===== src/rtl/denorm_shift_pipe.sv =====
// denorm_shift_pipe: three-stage pipelined logical right-shifter for 24-bit
// mantissas. It produces the shifted fraction plus guard/round/sticky bits.
// The fraction is extended to 26 bits ({frac, 2'b00}) so that guard and round
// are the two bits below the fraction. Any bit shifted out below ext[0] at
// any stage is ORed into sticky.
//   Stage 1: shift by 16/8   (shamt[4:3])
//   Stage 2: shift by 4/2    (shamt[2:1])
//   Stage 3: shift by 1      (shamt[0]); this stage holds the output registers.
// Each stage has a valid/ready handshake. Bubbles collapse, and the pipeline
// holds up to 3 operands.
// Ports:
//   clk, rst              clock, synchronous active-high reset
//   in_valid/in_ready     input handshake
//   in_frac, in_shamt     24-bit mantissa, 5-bit right-shift amount
//   out_valid/out_ready   output handshake
//   out_frac              in_frac >> in_shamt
//   out_guard/out_round   first and second bits shifted out
//   out_sticky            OR of all further bits shifted out
module denorm_shift_pipe (
  input  logic        clk,
  input  logic        rst,
  input  logic        in_valid,
  output logic        in_ready,
  input  logic [23:0] in_frac,
  input  logic [4:0]  in_shamt,
  output logic        out_valid,
  input  logic        out_ready,
  output logic [23:0] out_frac,
  output logic        out_guard,
  output logic        out_round,
  output logic        out_sticky
);

  // Returns {sticky_of_dropped_bits, v >> n}. The low 26 bits of the
  // double-width shift hold exactly the bits that fell off the bottom.
  function automatic logic [26:0] shr(input logic [25:0] v, input logic [4:0] n);
    logic [51:0] t;
    t = {v, 26'd0} >> n;
    return {|t[25:0], t[51:26]};
  endfunction

  logic        s1_valid_q, s1_valid_d;
  logic [25:0] s1_ext_q,   s1_ext_d;
  logic        s1_stk_q,   s1_stk_d;
  logic [2:0]  s1_sh_q,    s1_sh_d;

  logic        s2_valid_q, s2_valid_d;
  logic [25:0] s2_ext_q,   s2_ext_d;
  logic        s2_stk_q,   s2_stk_d;
  logic        s2_sh_q,    s2_sh_d;

  logic        s3_valid_q, s3_valid_d;
  logic [23:0] frac_q,     frac_d;
  logic        guard_q,    guard_d;
  logic        round_q,    round_d;
  logic        sticky_q,   sticky_d;

  logic s1_load, s2_load, s3_load;
  logic [26:0] sh1, sh2, sh3;

  // Handshake chain: each stage advances exactly when the next one loads.
  always_comb begin
    s3_load  = s2_valid_q & (~s3_valid_q | out_ready);
    s2_load  = s1_valid_q & (~s2_valid_q | s3_load);
    in_ready = ~s1_valid_q | s2_load;
    s1_load  = in_valid & in_ready;
  end

  always_comb begin
    sh1 = shr({in_frac, 2'b00}, {in_shamt[4:3], 3'b000});
    sh2 = shr(s1_ext_q, {2'b00, s1_sh_q[2:1], 1'b0});
    sh3 = shr(s2_ext_q, {4'b0000, s2_sh_q});
  end

  always_comb begin
    s1_valid_d = s1_valid_q;
    s1_ext_d   = s1_ext_q;
    s1_stk_d   = s1_stk_q;
    s1_sh_d    = s1_sh_q;
    s2_valid_d = s2_valid_q;
    s2_ext_d   = s2_ext_q;
    s2_stk_d   = s2_stk_q;
    s2_sh_d    = s2_sh_q;
    s3_valid_d = s3_valid_q;
    frac_d     = frac_q;
    guard_d    = guard_q;
    round_d    = round_q;
    sticky_d   = sticky_q;

    if (s1_load) begin
      s1_valid_d = 1'b1;
      s1_ext_d   = sh1[25:0];
      s1_stk_d   = sh1[26];
      s1_sh_d    = in_shamt[2:0];
    end else if (s2_load) begin
      s1_valid_d = 1'b0;
    end

    if (s2_load) begin
      s2_valid_d = 1'b1;
      s2_ext_d   = sh2[25:0];
      s2_stk_d   = s1_stk_q | sh2[26];
      s2_sh_d    = s1_sh_q[0];
    end else if (s3_load) begin
      s2_valid_d = 1'b0;
    end

    if (s3_load) begin
      s3_valid_d = 1'b1;
      frac_d     = sh3[25:2];
      guard_d    = sh3[1];
      round_d    = sh3[0];
      sticky_d   = s2_stk_q | sh3[26];
    end else if (out_ready) begin
      s3_valid_d = 1'b0;
    end
  end

  always_ff @(posedge clk) begin
    if (rst) begin
      s1_valid_q <= 1'b0;
      s1_ext_q   <= '0;
      s1_stk_q   <= 1'b0;
      s1_sh_q    <= '0;
      s2_valid_q <= 1'b0;
      s2_ext_q   <= '0;
      s2_stk_q   <= 1'b0;
      s2_sh_q    <= 1'b0;
      s3_valid_q <= 1'b0;
      frac_q     <= '0;
      guard_q    <= 1'b0;
      round_q    <= 1'b0;
      sticky_q   <= 1'b0;
    end else begin
      s1_valid_q <= s1_valid_d;
      s1_ext_q   <= s1_ext_d;
      s1_stk_q   <= s1_stk_d;
      s1_sh_q    <= s1_sh_d;
      s2_valid_q <= s2_valid_d;
      s2_ext_q   <= s2_ext_d;
      s2_stk_q   <= s2_stk_d;
      s2_sh_q    <= s2_sh_d;
      s3_valid_q <= s3_valid_d;
      frac_q     <= frac_d;
      guard_q    <= guard_d;
      round_q    <= round_d;
      sticky_q   <= sticky_d;
    end
  end

  assign out_valid  = s3_valid_q;
  assign out_frac   = frac_q;
  assign out_guard  = guard_q;
  assign out_round  = round_q;
  assign out_sticky = sticky_q;

endmodule


===== config.mk =====
export PLATFORM = sky130hd
export DESIGN_NAME = denorm_shift_pipe
export DESIGN_NICKNAME = d
export VERILOG_FILES = /design/src/rtl/denorm_shift_pipe.sv
export SDC_FILE = /design/constraint.sdc
export NUM_CORES = 1
export LEC_CHECK = 0
export ABC_CLOCK_PERIOD_IN_PS = 1800
export BUFFER_PORTS_ARGS = -buffer_cell sky130_fd_sc_hd__buf_4
export CORE_MARGIN = 2
export CORE_UTILIZATION = 45
export DETAILED_ROUTE_END_ITERATION = 12
export PLACE_DENSITY = 0.65
export REMOVE_ABC_BUFFERS = 1
export SLEW_MARGIN = 20
export SYNTH_ARGS = -nofsm -noshare
export SYNTH_HDL_FRONTEND = slang
export SYNTH_SLANG_ARGS = --single-unit

===== constraint.sdc =====
create_clock -name clk -period 1.8 [get_ports clk]
set_clock_uncertainty 0.1 [all_clocks]
set_input_delay 0.36 -clock clk [delete_from_list [all_inputs] [get_ports clk]]
set_output_delay 0.36 -clock clk [all_outputs]
set_load 0.01 [all_outputs]

### Word-level counts from Yosys, hierarchy flattened

Index checks and enable logic that the tools add are counted.

| storage, ports and cells | value |
|---|---|
| flip-flop bits (word level) | 88 |
| latch bits | 0 |
| memory bits (writable) | 0 |
| bits in read-only memories | 0 |
| input bits | 33 |
| output and inout port bits | 29 |
| logic and storage cells | 39 |
| memories | 0 |

| operators by class | value |
|---|---|
| add/sub/neg operators | 0 |
| multipliers | 0 |
| div/mod/pow operators | 0 |
| $lt $le $gt $ge | 0 |
| eq/ne operators | 0 |
| shift-type cells | 3 |
| mux-type cells | 6 |
| bitwise logic cells | 11 |
| reduce and logical (&&, ||, !) cells | 6 |

Operators by type and width:

| kind | number |
|---|---|
| OR reduction 26 bit | 3 |
| right shift 52 x 1 -> 52 bit | 1 |
| right shift 52 x 3 -> 52 bit | 1 |
| right shift 52 x 5 -> 52 bit | 1 |
| two-way mux 1 bit | 6 |
| nonzero test 2 bit | 3 |
| OR 1 bit | 5 |
| bitwise AND 1 bit | 3 |
| NOT 1 bit | 3 |

### Depth between registers and ports, before layout

| depth | value |
|---|---|
| depth after elaboration | 8 |
| mapped depth | 7 |
| depth with buffers taken out | 4 |

### Worst setup path after synthesis

No wires, ideal clock.

| path | value |
|---|---|
| path kind | input to register |
| from | input in_shamt[3] |
| to | register s1_stk_q |
| library setup time | 126 ps |
| arrival time | 1299 ps |
| required time | 1574 ps |
| path slack | 275 ps |
| cell stages on the path | 6 |
| buffers on the path | 2 |
| path through | buf_2 > buf_6 > nor4_1 > nand2_1 > a222oi_1 > a21oi_1 |

| on the way | value |
|---|---|
| longest elaborated chain between the ends | 2 |

RTL lines:

| what | line | text |
|---|---|---|
| start: declaration | 25 | `input logic [4:0] in_shamt,` |
| right shift 52 x 5 -> 52 bit | 38 | `t = {v, 26'd0} >> n;` |
| OR reduction 26 bit | 39 | `return {\|t[25:0], t[51:26]};` |
| end signal: assignment | 137 | `s1_stk_q <= s1_stk_d;` |
| end: declaration | 44 | `logic s1_stk_q, s1_stk_d;` |

Every way passes these cells.
A chain may end at the register's enable or synchronous reset.

### Final worst setup path

| path | value |
|---|---|
| from | register s3_valid_q, in the netlist out_valid |
| to | output in_ready |

| on the way | value |
|---|---|
| longest elaborated chain between the ends | 6 |

RTL lines:

| what | line | text |
|---|---|---|
| start: declaration | 52 | `logic s3_valid_q, s3_valid_d;` |
| start signal: assignment | 143 | `s3_valid_q <= s3_valid_d;` |
| NOT 1 bit | 63 | `s3_load = s2_valid_q & (~s3_valid_q \| out_ready);` |
| OR 1 bit | 63 |  |
| bitwise AND 1 bit | 63 |  |
| OR 1 bit | 64 | `s2_load = s1_valid_q & (~s2_valid_q \| s3_load);` |
| bitwise AND 1 bit | 64 |  |
| OR 1 bit | 65 | `in_ready = ~s1_valid_q \| s2_load;` |
| end: declaration | 23 | `output logic in_ready,` |

Every way passes these cells.

==> results.yml <==
clocking:
  post_cts_resized: 0
  numCtsBuffers: 9
  cts.clk_slew.worst_paths_ps: 90
  clock_path_buffers: 2
  h-tree-depth: 3
  root_buffer: "clkbuf_8"
  hold_buffers: 0
  clkLatencyLatePin_ps: 350
  cts_setup_buffers: 0
  clock_sinks: 88
  cts_tree: "built"
floorplan:
  rows: 35
  dieWidth_um: 102
  fp.dieH_um: 102
  core-area_um2: 9240
  initial_core_util: 0.466
  pin_count: 62
  die_area_um2: 10400
worst_setup_path:
  r2r-end: "s2_ext_q[10]"
  reg2reg_depth: 5
  crit_fanout: 7
  rr_startpoint: "s2_valid_q"
  worstSetupEndpointType: "output pin"
  worst_setup_path_start_kind: "flip-flop"
  worstPathRequired_ps: 1340
  crit_arrival_ps: 1160
  path_class: "flip-flop to output pin"
  reg2reg_slack_ps: 210
place:
  io_buffers: 61
  dp_hpwl_um: 6990
  place_congestion: 0.876
  placed_cell_area_um2: 4870
  placed_cells: 649
  pre_cts_slack_ps: 49.2
sta:
  slew_headroom: 0.588
  grt_setup_unrepaired: "no"
  hold_viol: 0
  period_needed_ps: 1620
  clock.fmax_ghz: 0.618
  finalCritPeriodShare: 0.899
  holdWs_ps: 145
  worstMarginPinSlew_ps: 617
  maxSlewViolCount: 0
  setup_viol: 0
  finalWorstSetupSlack_ps: 182
global_routing:
  grt_pass1_vias: 3259
  grt_max_degree: 55
  grt-ovfl-total: 0
  antenna_found_initial: 0
  grt_pass1_wl_um: 16200
  grtUsageTotal: 0.195
flow_run:
  cap_violations: 0
yosys:
  ys_seq_area_frac: 0.410
  ys_types: 36
  synthXorXnorAreaFrac: 0
  synth.avg_cell_area_um2: 8.80
  synth_mux_area_frac: 0.196
  ys_seq_elements: 88
  syn-instance-count: 489
  yosys.area_share.simple: 0.191
  synth_area_um2: 4300
  synth_compound_area_frac: 0.148
  synth_top_family_by_area: "multiplexers"
  synth_fa_ha_area_frac: 0
  yosysWarnings: 0
routing:
  met2_wirelength_um: 4290
  initialDrtViolationCount: 225
  vias: 3545
  drt-total-wl_um: 9610
  highest-signal-layer: "met4"
  drcViolationCount: 0
  routedLengthMet1_um: 4900
  antenna_left: 0
  wl_met3_um: 363
  viasPerCell: 5.33
  avgRoutedWirePerCell_um: 14.4
  firstDrtPassIters: 4
cells_and_area:
  stdcell_count: 665
  area_delta_synth_final_pct: 18.3
  drive_gt1_frac: 0.222
  final_cell_area_um2: 5090
  num-nets-final: 564
  antenna_cells: 0
  final_cell_mix: "88 x dfxtp_1, 75 x nand2_1, 70 x buf_4, 54 x nor2_1, 50 x a21oi_1"
  final_common_cell: "dfxtp_1"
min_path:
  hp-start: "in_shamt[1]"
  hold_path_class: "primary input to flip-flop"
  hold_depth: 3
  whs_endpoint: "s1_sh_q[1]"
pwr:
  power_density_nw_per_um2: 810
  p_leak_nw: 1.79
  vdd_drop_max_uv: 302
  fin_total_pwr_mw: 4.12
run_status:
  status: "completed"
-- routing by layer --
| metal | vias up | global-route usage |
|---|---|---|
| li1 | 1836 | - |
| met1 | 1632 | 0.287 |
| met2 | 75 | 0.293 |
| met3 | 2 | 0.0421 |
| met4 | 0 | 0.0468 |
| met5 | - | 0 |
-- state kept, by name (all words and copies together), names as in the netlist, 3 cells and up --
name,cells
s1_sh_q,3
s1_ext_q,26
s2_ext_q,26
out_frac,24
-- report_power, final --
group / internal (mW) / total (mW) / switching [mW]
Combinational: 0.283 / 0.576 / 0.292
Sequential: 2.03 / 2.11 / 0.0781
Clock: 0.725 / 1.44 / 0.712
Total: 3.04 / 4.12 / 1.08
-- cells by family (layout without fill, tap and decap cells) --
family / after synthesis / after routing
buf+inv: 50 / 97
mux: 63 / 63
flops: 88 / 88
simple gates: 186 / 186
compound gates: 102 / 102
-- cell type report --
class | count | area [um^2]
fill | 856 | 4150
multi-input combinational | 351 | 2300
sequential | 88 | 1760
timing repair buffer | 75 | 626
tap | 129 | 161
clock buffer | 11 | 151
clock inverter | 5 | 62.6
inverter | 6 | 22.5
-- worst max-delay path, stage by stage (launching register included) --
cell	delay, ps
dfxtp_1	430
nand4b_4	190
buf_4	190
-- through the flow --
step	utilization	TNS [ps]
2_1_floorplan	-	-9140
4_1_cts	0.551	0
5_1_grt	0.551	0
3_5_place_dp	0.527	0
3_3_place_gp	0.527	0
6_report	0.551	0
-- cell usage after synthesis, drive strengths merged --
cell type,n,area [um^2]
inv,5,18.8
clkbuf,15,56.3
or3,3,18.8
nor2b,3,18.8
o41ai,1,8.76
nor4,4,25.0
buf,29,160
mux2i,37,370
dfxtp,88,1760
nand3,18,90.1
mux2,10,113
nor3b,1,7.51
o21ai,4,20.0
nand4b,1,23.8
a211oi,35,263
nor2,54,203
clkinv,1,3.75
a21oi,50,250
a311o,1,10.0
o21a,1,7.51
nand4,2,12.5
nand2b,2,12.5
o211ai,4,30.0
nor3,16,80.1
nand3b,3,22.5
mux4,16,360
a221oi,2,17.5
o31ai,1,7.51
and2,4,25.0
o22ai,2,12.5
a222oi,1,10.0
nand2,75,282
-- worst max path at each step --
stage,from,endpoint,slack (ps),depth (start not counted)
finish,out_valid,in_ready,180,2
floorplan,s1_sh_q[1],s2_ext_q[5],-320,3
CTS,out_valid,in_ready,150,2
global route,out_valid,in_ready,110,2
global placement,in_frac[1],s1_stk_q,80,5
detailed placement,in_frac[1],s1_stk_q,50,5
Note: power is estimated with default switching activity, not from simulation.
